--- config.mk ---
export PLATFORM = sky130hd
export DESIGN_NAME = pc_fetch_ctrl
export DESIGN_NICKNAME = d
export VERILOG_FILES = /design/src/rtl/pc_fetch_ctrl.sv
export SDC_FILE = /design/constraint.sdc
export NUM_CORES = 1
export LEC_CHECK = 0
export ABC_AREA = 1
export CAP_MARGIN = 10
export CORE_ASPECT_RATIO = 1.5
export CORE_MARGIN = 2
export CORE_UTILIZATION = 40
export CTS_BUF_LIST = sky130_fd_sc_hd__clkbuf_2 sky130_fd_sc_hd__clkbuf_4 sky130_fd_sc_hd__clkbuf_8
export CTS_CLUSTER_SIZE = 12
export DETAILED_ROUTE_END_ITERATION = 12
export HOLD_SLACK_MARGIN = 0.06
export MAX_ROUTING_LAYER = met4
export PLACE_DENSITY_LB_ADDON = 0.15
export RECOVER_POWER = 25
export REMOVE_ABC_BUFFERS = 1
export SLEW_MARGIN = 30
export SYNTH_ARGS = -nofsm -noshare
export SYNTH_HDL_FRONTEND = slang
export SYNTH_SLANG_ARGS = --single-unit
--- constraint.sdc ---
create_clock -name clk -period 1.9 [get_ports clk]
set_input_delay 0.19 -clock clk [delete_from_list [all_inputs] [get_ports clk]]
set_output_delay 0.19 -clock clk [all_outputs]
set_load 0.02 [all_outputs]
--- src/rtl/pc_fetch_ctrl.sv ---
// Fetch-stage PC sequencer with an IF/ID register. A branch resolved in decode
// while fetch cannot advance is parked and applied on the next advancing cycle.
module pc_fetch_ctrl #(
   parameter int              PC_W     = 7,
   parameter logic [PC_W-1:0] RESET_PC = {PC_W{1'b0}}
) (
   input  logic            clk,
   input  logic            rst,
   input  logic            StallF,
   input  logic            StallD,
   input  logic            PCSrcD,
   input  logic [PC_W-1:0] PCBranchD,
   input  logic            imem_ready,
   input  logic            halt_req,
   output logic [PC_W-1:0] PCF,
   output logic [PC_W-1:0] PC_Plus1F,
   output logic [PC_W-1:0] PC_Plus1D,
   output logic            ValidD,
   output logic [1:0]      fetch_state,
   output logic [15:0]     fetch_count
);

   typedef enum logic [1:0] {
      BOOT  = 2'd0,
      FETCH = 2'd1,
      HALT  = 2'd2,
      BAD   = 2'd3
   } state_t;

   state_t          r_state;
   logic [PC_W-1:0] r_pcf;
   logic [PC_W-1:0] r_pc_plus1d;
   logic            r_valid_d;
   logic [15:0]     r_count;
   logic            r_redir_pend;
   logic [PC_W-1:0] r_redir_tgt;

   logic            w_in_fetch;
   logic            w_br;
   logic            w_adv;
   logic            w_load_vd;
   logic [PC_W-1:0] w_pc_plus1;

   always_comb begin
      w_in_fetch = (r_state == FETCH);
      w_br       = w_in_fetch & PCSrcD & ~StallD;
      w_adv      = w_in_fetch & imem_ready & ~StallF;
      w_pc_plus1 = r_pcf + PC_W'(1);
      // Words fetched before a parked redirect lands are wrong-path.
      w_load_vd  = ~StallD & ~w_br & w_adv & ~r_redir_pend;
   end

   always_ff @(posedge clk) begin
      if (rst) begin
         r_state      <= BOOT;
         r_pcf        <= RESET_PC;
         r_pc_plus1d  <= '0;
         r_valid_d    <= 1'b0;
         r_count      <= '0;
         r_redir_pend <= 1'b0;
         r_redir_tgt  <= '0;
      end else begin
         case (r_state)
            BOOT:    r_state <= FETCH;
            FETCH:   if (halt_req) r_state <= HALT;
            HALT:    r_state <= HALT;
            default: r_state <= BOOT;
         endcase

         if (w_br) begin
            if (w_adv) begin
               r_pcf        <= PCBranchD;
               r_redir_pend <= 1'b0;
            end else begin
               r_redir_pend <= 1'b1;
               r_redir_tgt  <= PCBranchD;
            end
         end else if (w_adv) begin
            if (r_redir_pend) begin
               r_pcf        <= r_redir_tgt;
               r_redir_pend <= 1'b0;
            end else begin
               r_pcf <= w_pc_plus1;
            end
         end

         if (!StallD) begin
            r_valid_d <= w_load_vd;
            if (w_load_vd) r_pc_plus1d <= w_pc_plus1;
         end

         if (w_load_vd && r_count != 16'hFFFF) r_count <= r_count + 16'd1;
      end
   end

   assign PCF         = r_pcf;
   assign PC_Plus1F   = w_pc_plus1;
   assign PC_Plus1D   = r_pc_plus1d;
   assign ValidD      = r_valid_d;
   assign fetch_state = r_state;
   assign fetch_count = r_count;

endmodule

# Word level (Yosys, flattened, before mapping)
# Index checks and enable logic that the tools add are counted.
# classes
muxes,9
n_eq_ne,4
bitwise,12
reduce_logical,5
add_sub_neg,2
# op_table
op,n
$mux W7,4
$add A16 B1 Y16 const B,1
$ne A16 B16 Y1 const B,1
$add A7 B1 Y7 const B,1
$and A1 B1 Y1,7
$pmux W2 S3,1
$not A1 Y1,5
$reduce_and A2 Y1,2
$mux W1,3
$eq A2 B1 Y1 const B,1
$eq A2 B2 Y1 const B,1
$logic_not A2 Y1,1
$mux W2,1
$ne A2 B2 Y1 const B,1
$reduce_bool A2 Y1,1
$logic_and A1 B1 Y1,1
# totals
inputBits,14
regBits,41
output_inout_bits,40

# Depth between registers and ports, before layout
# logic_depth
ltp_word,8
ltp_mapped,11
mapped_depth_nobuf,10

# Worst setup path before layout
# Ideal clock, no wire load.
# synth_path
path_type,register to register
start,"register r_count[0], in the netlist fetch_count[0]"
end,"register r_count[6], in the netlist fetch_count[6]"
path_stages_with_launch,10
n_path_buf,1
setup_slack_ns,0.143
required_ns,1.764
period_less_slack_ns,1.757
t_arrival_ns,1.621
setup_time_ns,0.136
cell_sequence,dfxtp_1 > ha_1 > nand2_1 > nor2_2 > nand2_2 > o21ai_4 > inv_2 > buf_6 > nand2_1 > a21oi_2
# synth_via
elab_chain_len,2
elab_cells_between_ends,3
classes_between,1 x add/sub; 1 x eq/ne; 1 x reduce/logical
# synth_lines
item,line,source
start: declaration,34,logic [15:0] r_count;
start signal: assignment,92,if (w_load_vd && r_count != 16'hFFFF) r_count <= r_count + 16'd1;
"parallel branches: the longest is 2 deep, another holds $add A16 B1 Y16",-,
# Parallel ways; which one is timed is not known.
# A chain may end at the register's enable or synchronous reset.

# Final worst setup path
# layout_path
start,"register r_pcf[0], in the netlist PCF[0]"
end,output PC_Plus1F[1]
# layout_via
elab_chain_len,1
# layout_lines
item,line,source
start: declaration,31,logic [PC_W-1:0] r_pcf;
start signal: assignment,72,r_pcf <= PCBranchD;
start signal: assignment,80,r_pcf <= r_redir_tgt;
start signal: assignment,83,r_pcf <= w_pc_plus1;
$add A7 B1 Y7,48,w_pc_plus1 = r_pcf + PC_W'(1);
end: declaration,16,"output logic [PC_W-1:0] PC_Plus1F,"
# Every way passes these cells.

==> parameters.txt <==
Parameter                              Value

STA
  RSZ-0062 raised after global routing    no
  Tmin final    1.79 ns
  Fin Setup TNS    0 ns
  Slew at the pin closest to its max-slew limit    0.405 ns
  Clk_skew    0.00635 ns
  Slew headroom    73.0%
  Fmax achieved    558 MHz
  Max-slew violations    0
  Final hold violations    0
  Crit share post-route    94.3%
  Final setup violation count    0

Floorplan
  Die Ht    92.4 um
  Width of the chip    62.9 um
  Rows    32
  Placeable Area    0.00508 mm^2
  Count of pins on the block boundary    54
  Overall die area    0.00581 mm^2
  Initial Utilization    40.9%

Critical path
  Crit path buffers/inverters    1
  Stages on the worst setup path    2
  Family of cells with the greatest summed delay on the critical path    buffers and inverters
  Signal arrival time at the worst endpoint    1.60 ns
  Largest incremental delay on the critical path    0.62 ns
  Endpoint required time on the critical path    1.71 ns
  Type of origin of the critical path    flip-flop
  Critical-path cell list    ha_1 > clkdlybuf4s50_1
  FF-to-FF path depth    8
  Critical path start-end classification    reg2out
  CP max FO    5
  Crit path capture type    primary output
  Slowest cell on the critical path    sky130_fd_sc_hd__clkdlybuf4s50_1

Global route
  Maximum number of pins on one net before global-route repair    15
  Total gr overflow    0
  Wire length of the first global-routing pass    8800 um
  Antenna violations before repair    0
  Via count of the first global-routing pass    1963
  Combined global-route utilization of all metal layers    19.7%

Synthesis
  Sequential-to-total area share from yosys stat    39.4%
  Yosys Warn Count    0
  Post-Synthesis Mean Instance Area    6.92 um^2
  Cell area after synthesis    0.00208 mm^2
  Unique cell type count in the Yosys netlist    26
  Number of cells produced by synthesis    301
  Total of flip-flops plus latches after synthesis    41

Clock tree
  Clock root buffer master    sky130_fd_sc_hd__clkbuf_8
  Maximum number of buffers from clock root to sink    2
  Number of clock sinks    41
  CTS tree    done
  Number of buffers inserted by hold repair at cts    0
  Number of buffers inserted during clock tree synthesis    5
  Source-to-sink clock delay at the later pin of the worst-skew pair    0.29 ns
  Clock H-tree levels    2
  Clock-pin slew on the worst setup and hold paths    0.08 ns

Run status
  Result of the run    completed

Route
  Number of nets still failing antenna checks after routing    0
  Wirelength, routed    5330 um
  DRC errors left    0
  Count of routing violations after the opening detailed-route iteration    109
  Vias    2150
  Number of detailed-routing iterations run before antenna repair    4
  Via-per-instance ratio    4.92
  Routed WL per cell    12.2 um

Placed design
  HPWL after detailed placement    4050 um
  Routability congestion estimate from global placement    0.890
  Cell area after placement    0.00277 mm^2
  Port bufs    53
  Dpl cells    429

Power
  Total power    2.17 mW
  Power per unit of standard cell area    760 mW/mm^2
  Static power due to leakage    1.12 nW
  Worst IR drop on VDD    0.428 mV

Layout
  Final cell count without fillers    437
  Proportion of layout cells with a drive suffix above 1    10.3%
  Layout area overhead    37.1%
  Count of antenna diodes in the layout    0
  Most frequent cells in the layout    sky130_fd_sc_hd__nand2_1 (78), sky130_fd_sc_hd__nor2_1 (44), sky130_fd_sc_hd__dfxtp_1 (40), sky130_fd_sc_hd__clkdlybuf4s50_1 (35), sky130_fd_sc_hd__o21ai_0 (26)
  Fill cell total of the finished layout    506
  Number of nets at the end of the flow    386
  Post-Layout Inst Area    0.00285 mm^2
  Leading cell type in the layout, fill and taps excluded    sky130_fd_sc_hd__nand2_1

Min path
  Worst hold path type    reg2reg
  Cells on Worst Hold Path    2

Job
  Max-capacitance violation count    0
## per-stage QoR
step	util [%]	worst slack (ns)	hold WS, ns
final	56.1	0.108	0.454
after floorplan	-	0.0701	0.252
after global placement	54.4	0.0865	0.440
after CTS	56.2	0.0399	0.457
after detailed placement	54.4	0.0399	0.445
after global routing	56.1	0.0145	0.485
## repair_timing
item | in CTS | in global routing
cloned | 0 | 0
setup buffers | 0 | 0
hold endpoints to repair | 0 | 0
endpoints found under the setup margin | 5 | 2
resized for setup | 7 | 2
## final timing paths
path,startpoint,endpoint,slack (ns)
max,PCF[0],PC_Plus1F[1],0.11
min reg2reg,r_redir_tgt[4],r_redir_tgt[4],0.45
min,r_redir_tgt[4],r_redir_tgt[4],0.45
max reg2reg,fetch_state[1],r_redir_tgt[2],0.22
## cells in the mapped netlist (all sizes together)
| cell type | n | area [um^2] |
|---|---|---|
| nor2 | 47 | 194 |
| ha | 4 | 50.1 |
| a21oi | 29 | 164 |
| buf | 5 | 35.0 |
| a31oi | 5 | 31.3 |
| clkbuf | 4 | 15.0 |
| xor2 | 7 | 61.3 |
| a211oi | 1 | 7.51 |
| nand2 | 79 | 299 |
| nand3 | 13 | 65.1 |
| or2 | 1 | 6.26 |
| o21ai | 28 | 151 |
| o22ai | 2 | 12.5 |
| inv | 25 | 93.8 |
| nand4 | 5 | 31.3 |
| xnor2 | 5 | 43.8 |
| dfxtp | 41 | 821 |
## tightest hold or removal path, cell delays in order (launching register included)
cell and delay (ns):
sky130_fd_sc_hd__dfxtp_1 0.30, sky130_fd_sc_hd__inv_1 0.06, sky130_fd_sc_hd__a21oi_1 0.06
## metal layers
layer	GRT usage [%]	share of wire [%]	up-vias
met5	-	0	-
met3	3.40	4.3	11
met1	19.6	41	972
met2	36.9	52	59
met4	9.07	2.5	0
li1	-	-	1108
## final cells by class
cell class | instances | area, um^2 | area share [%]
well taps | 68 | 85.1 | 2.98
flip-flops and latches | 41 | 822 | 28.8
repair buffers | 69 | 644 | 22.6
inverters | 25 | 93.8 | 3.29
clock buffers | 8 | 91.3 | 3.20
multi-input cells | 226 | 1120 | 39.1
## cell families after synthesis
logic type      synth area share (%)
compound gates                  17.6
xor+xnor                        5.05
flops                           39.4
fa+ha+maj                       2.40
simple gates                    28.6
buf+inv                         6.91
## sequential cells by signal (all words and copies together), names as in the netlist
| signal | flops |
|---|---|
| ValidD | 1 |
| r_redir_pend | 1 |
| PCF | 7 |
| PC_Plus1D | 7 |
| fetch_state | 2 |
| r_redir_tgt | 7 |
| fetch_count | 16 |
## where the power goes
part | total (mW) | switching (mW) | internal (mW)
Combinational | 0.586 | 0.338 | 0.248
Clock | 0.608 | 0.303 | 0.304
Sequential | 0.977 | 0.0462 | 0.930
Note: power is estimated with default switching activity, not from simulation.
==> RTL change, RTL diff (config.mk and constraints unchanged) <==
Change the parameter `PC_W` from 7 to 14.
--- a/src/rtl/pc_fetch_ctrl.sv
+++ b/src/rtl/pc_fetch_ctrl.sv
@@ -2,5 +2,5 @@
 // while fetch cannot advance is parked and applied on the next advancing cycle.
 module pc_fetch_ctrl #(
-   parameter int              PC_W     = 7,
+   parameter int              PC_W     = 14,
    parameter logic [PC_W-1:0] RESET_PC = {PC_W{1'b0}}
 ) (
Interface: changed (resized PCBranchD, PCF, PC_Plus1D and PC_Plus1F); port bits go from 54 to 82. The function was not compared with the original's and may differ.
==> RTL change against the original RTL <==
Area after synthesis is 55% higher. Sequential cell count is 21 higher. Maximum frequency shrank 0.69%. Wire length rose by 66%. Non-clock buffer count increased by 50. Total power up 60%. Register-to-register slack got worse by 0.05 ns. Design area rose by 58%. Critical path depth unchanged. Worst setup slack lost 0.013 ns. Largest cell class unchanged. Count of clock-buffer cells in the layout is 4 higher. Core utilization up 1.1 points. Clock power is 64% higher. Global-route usage rose by 2.0 points. Critical path type unchanged.
==> RTL change: results (changes against the original RTL) <==
met1 routed wirelength after detailed routing=3.63 mm (+67%); via count of the first global-routing pass=3,203 (+63%); overall track demand over capacity in global routing=21.7% (+2.0 points); Unique masters post-synth=31 (+19%); number of clock buffers inserted by TritonCTS=9 (+4); Filler Cells Inserted=826 (+63%); total vias in the final route=3,337 (+55%); final layout net count=608 (+58%); wire length per cell=12.8 um (+5.1%); RD Place Congestion=0.909 (+2.1%); Routed met2 length=4.60 mm (+64%); Hold WS=0.405 ns (-0.0489 ns); Post-Route Skew=0.00802 ns (+0.00167 ns); Slew Limit Headroom=62.6% (-10 points); most instantiated cells after synthesis=nand2_1, dfxtp_1, nor2_1; htree depth=3 (+1); leakage power figure=1.94 nW (+74%); Post-Place Setup Slack=-0.0591 ns (-0.0990 ns); depth of the worst register-to-register path=9 (+1); Critical Path Fanout Max=3 (-2); leading post-synthesis cells by cell area=dfxtp_1, nand2_1, o21ai_0; clock-pin slew of the registers on the worst-case setup and hold paths=0.06 ns (-0.02 ns); worst hold start=PCBranchD[7]; hold endpoint=r_redir_tgt[7]; Detailed Route Iter0 Violations=120 (+10%); path type of the worst min-delay path=in -> reg; met3 WL post-DR=425 um (+87%); first-pass GRT wire length=14.6 mm (+66%); delay of the slowest critical-path stage=0.60 ns (-0.02 ns); Reg2Reg Setup Slack=0.17 ns (-0.05 ns); run status=complete, no violations; portion of the post-synthesis area used by sequential elements=38.6% (-0.84 points); fraction of final layout cells sized beyond drive strength 1=15.9% (+5.6 points); pin count of the biggest net entering global routing=31 (+16)
[RTL change: worst max-delay path by stage]
stage                     depth (start not counted)      startpoint               to  slack [ns]
after detailed placement                          6          PCF[1]     PC_Plus1F[8]       -0.06
after global routing                             10  fetch_state[1]  fetch_count[15]        0.01
after floorplan                                   8  fetch_state[0]  r_redir_tgt[10]       -0.21
after CTS                                         9          PCF[1]    PC_Plus1F[10]      -0.005
after global placement                            6          PCF[1]     PC_Plus1F[8]       -0.04
final                                             2          PCF[1]     PC_Plus1F[1]         0.1
[RTL change: final cells by class]
| cell class | count | share of cell area (%) |
|---|---|---|
| clock buffer | 12 | 3.37 |
| inverter | 51 | 4.45 |
| tap | 105 | 2.90 |
| clock inverter | 2 | 0.221 |
| sequential | 62 | 27.5 |
| multi-input combinational | 340 | 37.9 |
| timing repair buffer | 119 | 23.7 |
[RTL change: metal layers]
| metal | vias to the layer above | GRT usage [%] |
|---|---|---|
| li1 | 1738 | - |
| met5 | - | - |
| met3 | 17 | 3.80 |
| met4 | 0 | 11.2 |
| met2 | 93 | 38.6 |
| met1 | 1489 | 22.9 |
[RTL change: logic make-up (layout without fill, tap and decap cells)]
group	after synthesis	in the layout	synth area share [%]
compound gates	104	104	17.6
buf+inv	69	184	8.95
fa+ha+maj	4	4	1.56
xor+xnor	17	17	4.63
simple gates	215	215	28.7
flops	62	62	38.6
[RTL change: report_power, final]
group	internal, mW	switching [mW]	leakage, nW
logic	0.414	0.588	1.35
registers	1.41	0.0674	0.502
clock network	0.518	0.477	0.0889
total	2.35	1.13	1.94
[RTL change: worst reg2reg max path: stages (launching register included)]
cell	delay [ns]
dfxtp_1	0.31
inv_1	0.09
ha_1	0.21
nand2_2	0.10
nor2_8	0.19
clkbuf_2	0.34
nand2_1	0.12
a21oi_1	0.13
nand2_1	0.07
o21ai_0	0.08
[RTL change: timing repair]
action,4_1_cts,5_1_grt
setup buffers,1,0
cloned,0,0
pin swaps,0,1
endpoints found under the setup margin,12,22
hold buffers,0,0
gates resized for setup,38,12
[RTL change: metrics by stage]
step | instances | TNS [ns] | instance area, sq um
2_1_floorplan | 453 | -1.56 | 3130
3_3_place_gp | 676 | -0.0403 | 4360
3_5_place_dp | 676 | -0.0745 | 4360
4_1_cts | 691 | -0.00479 | 4560
5_1_grt | 691 | 0 | 4520
6_report | 691 | 0 | 4520
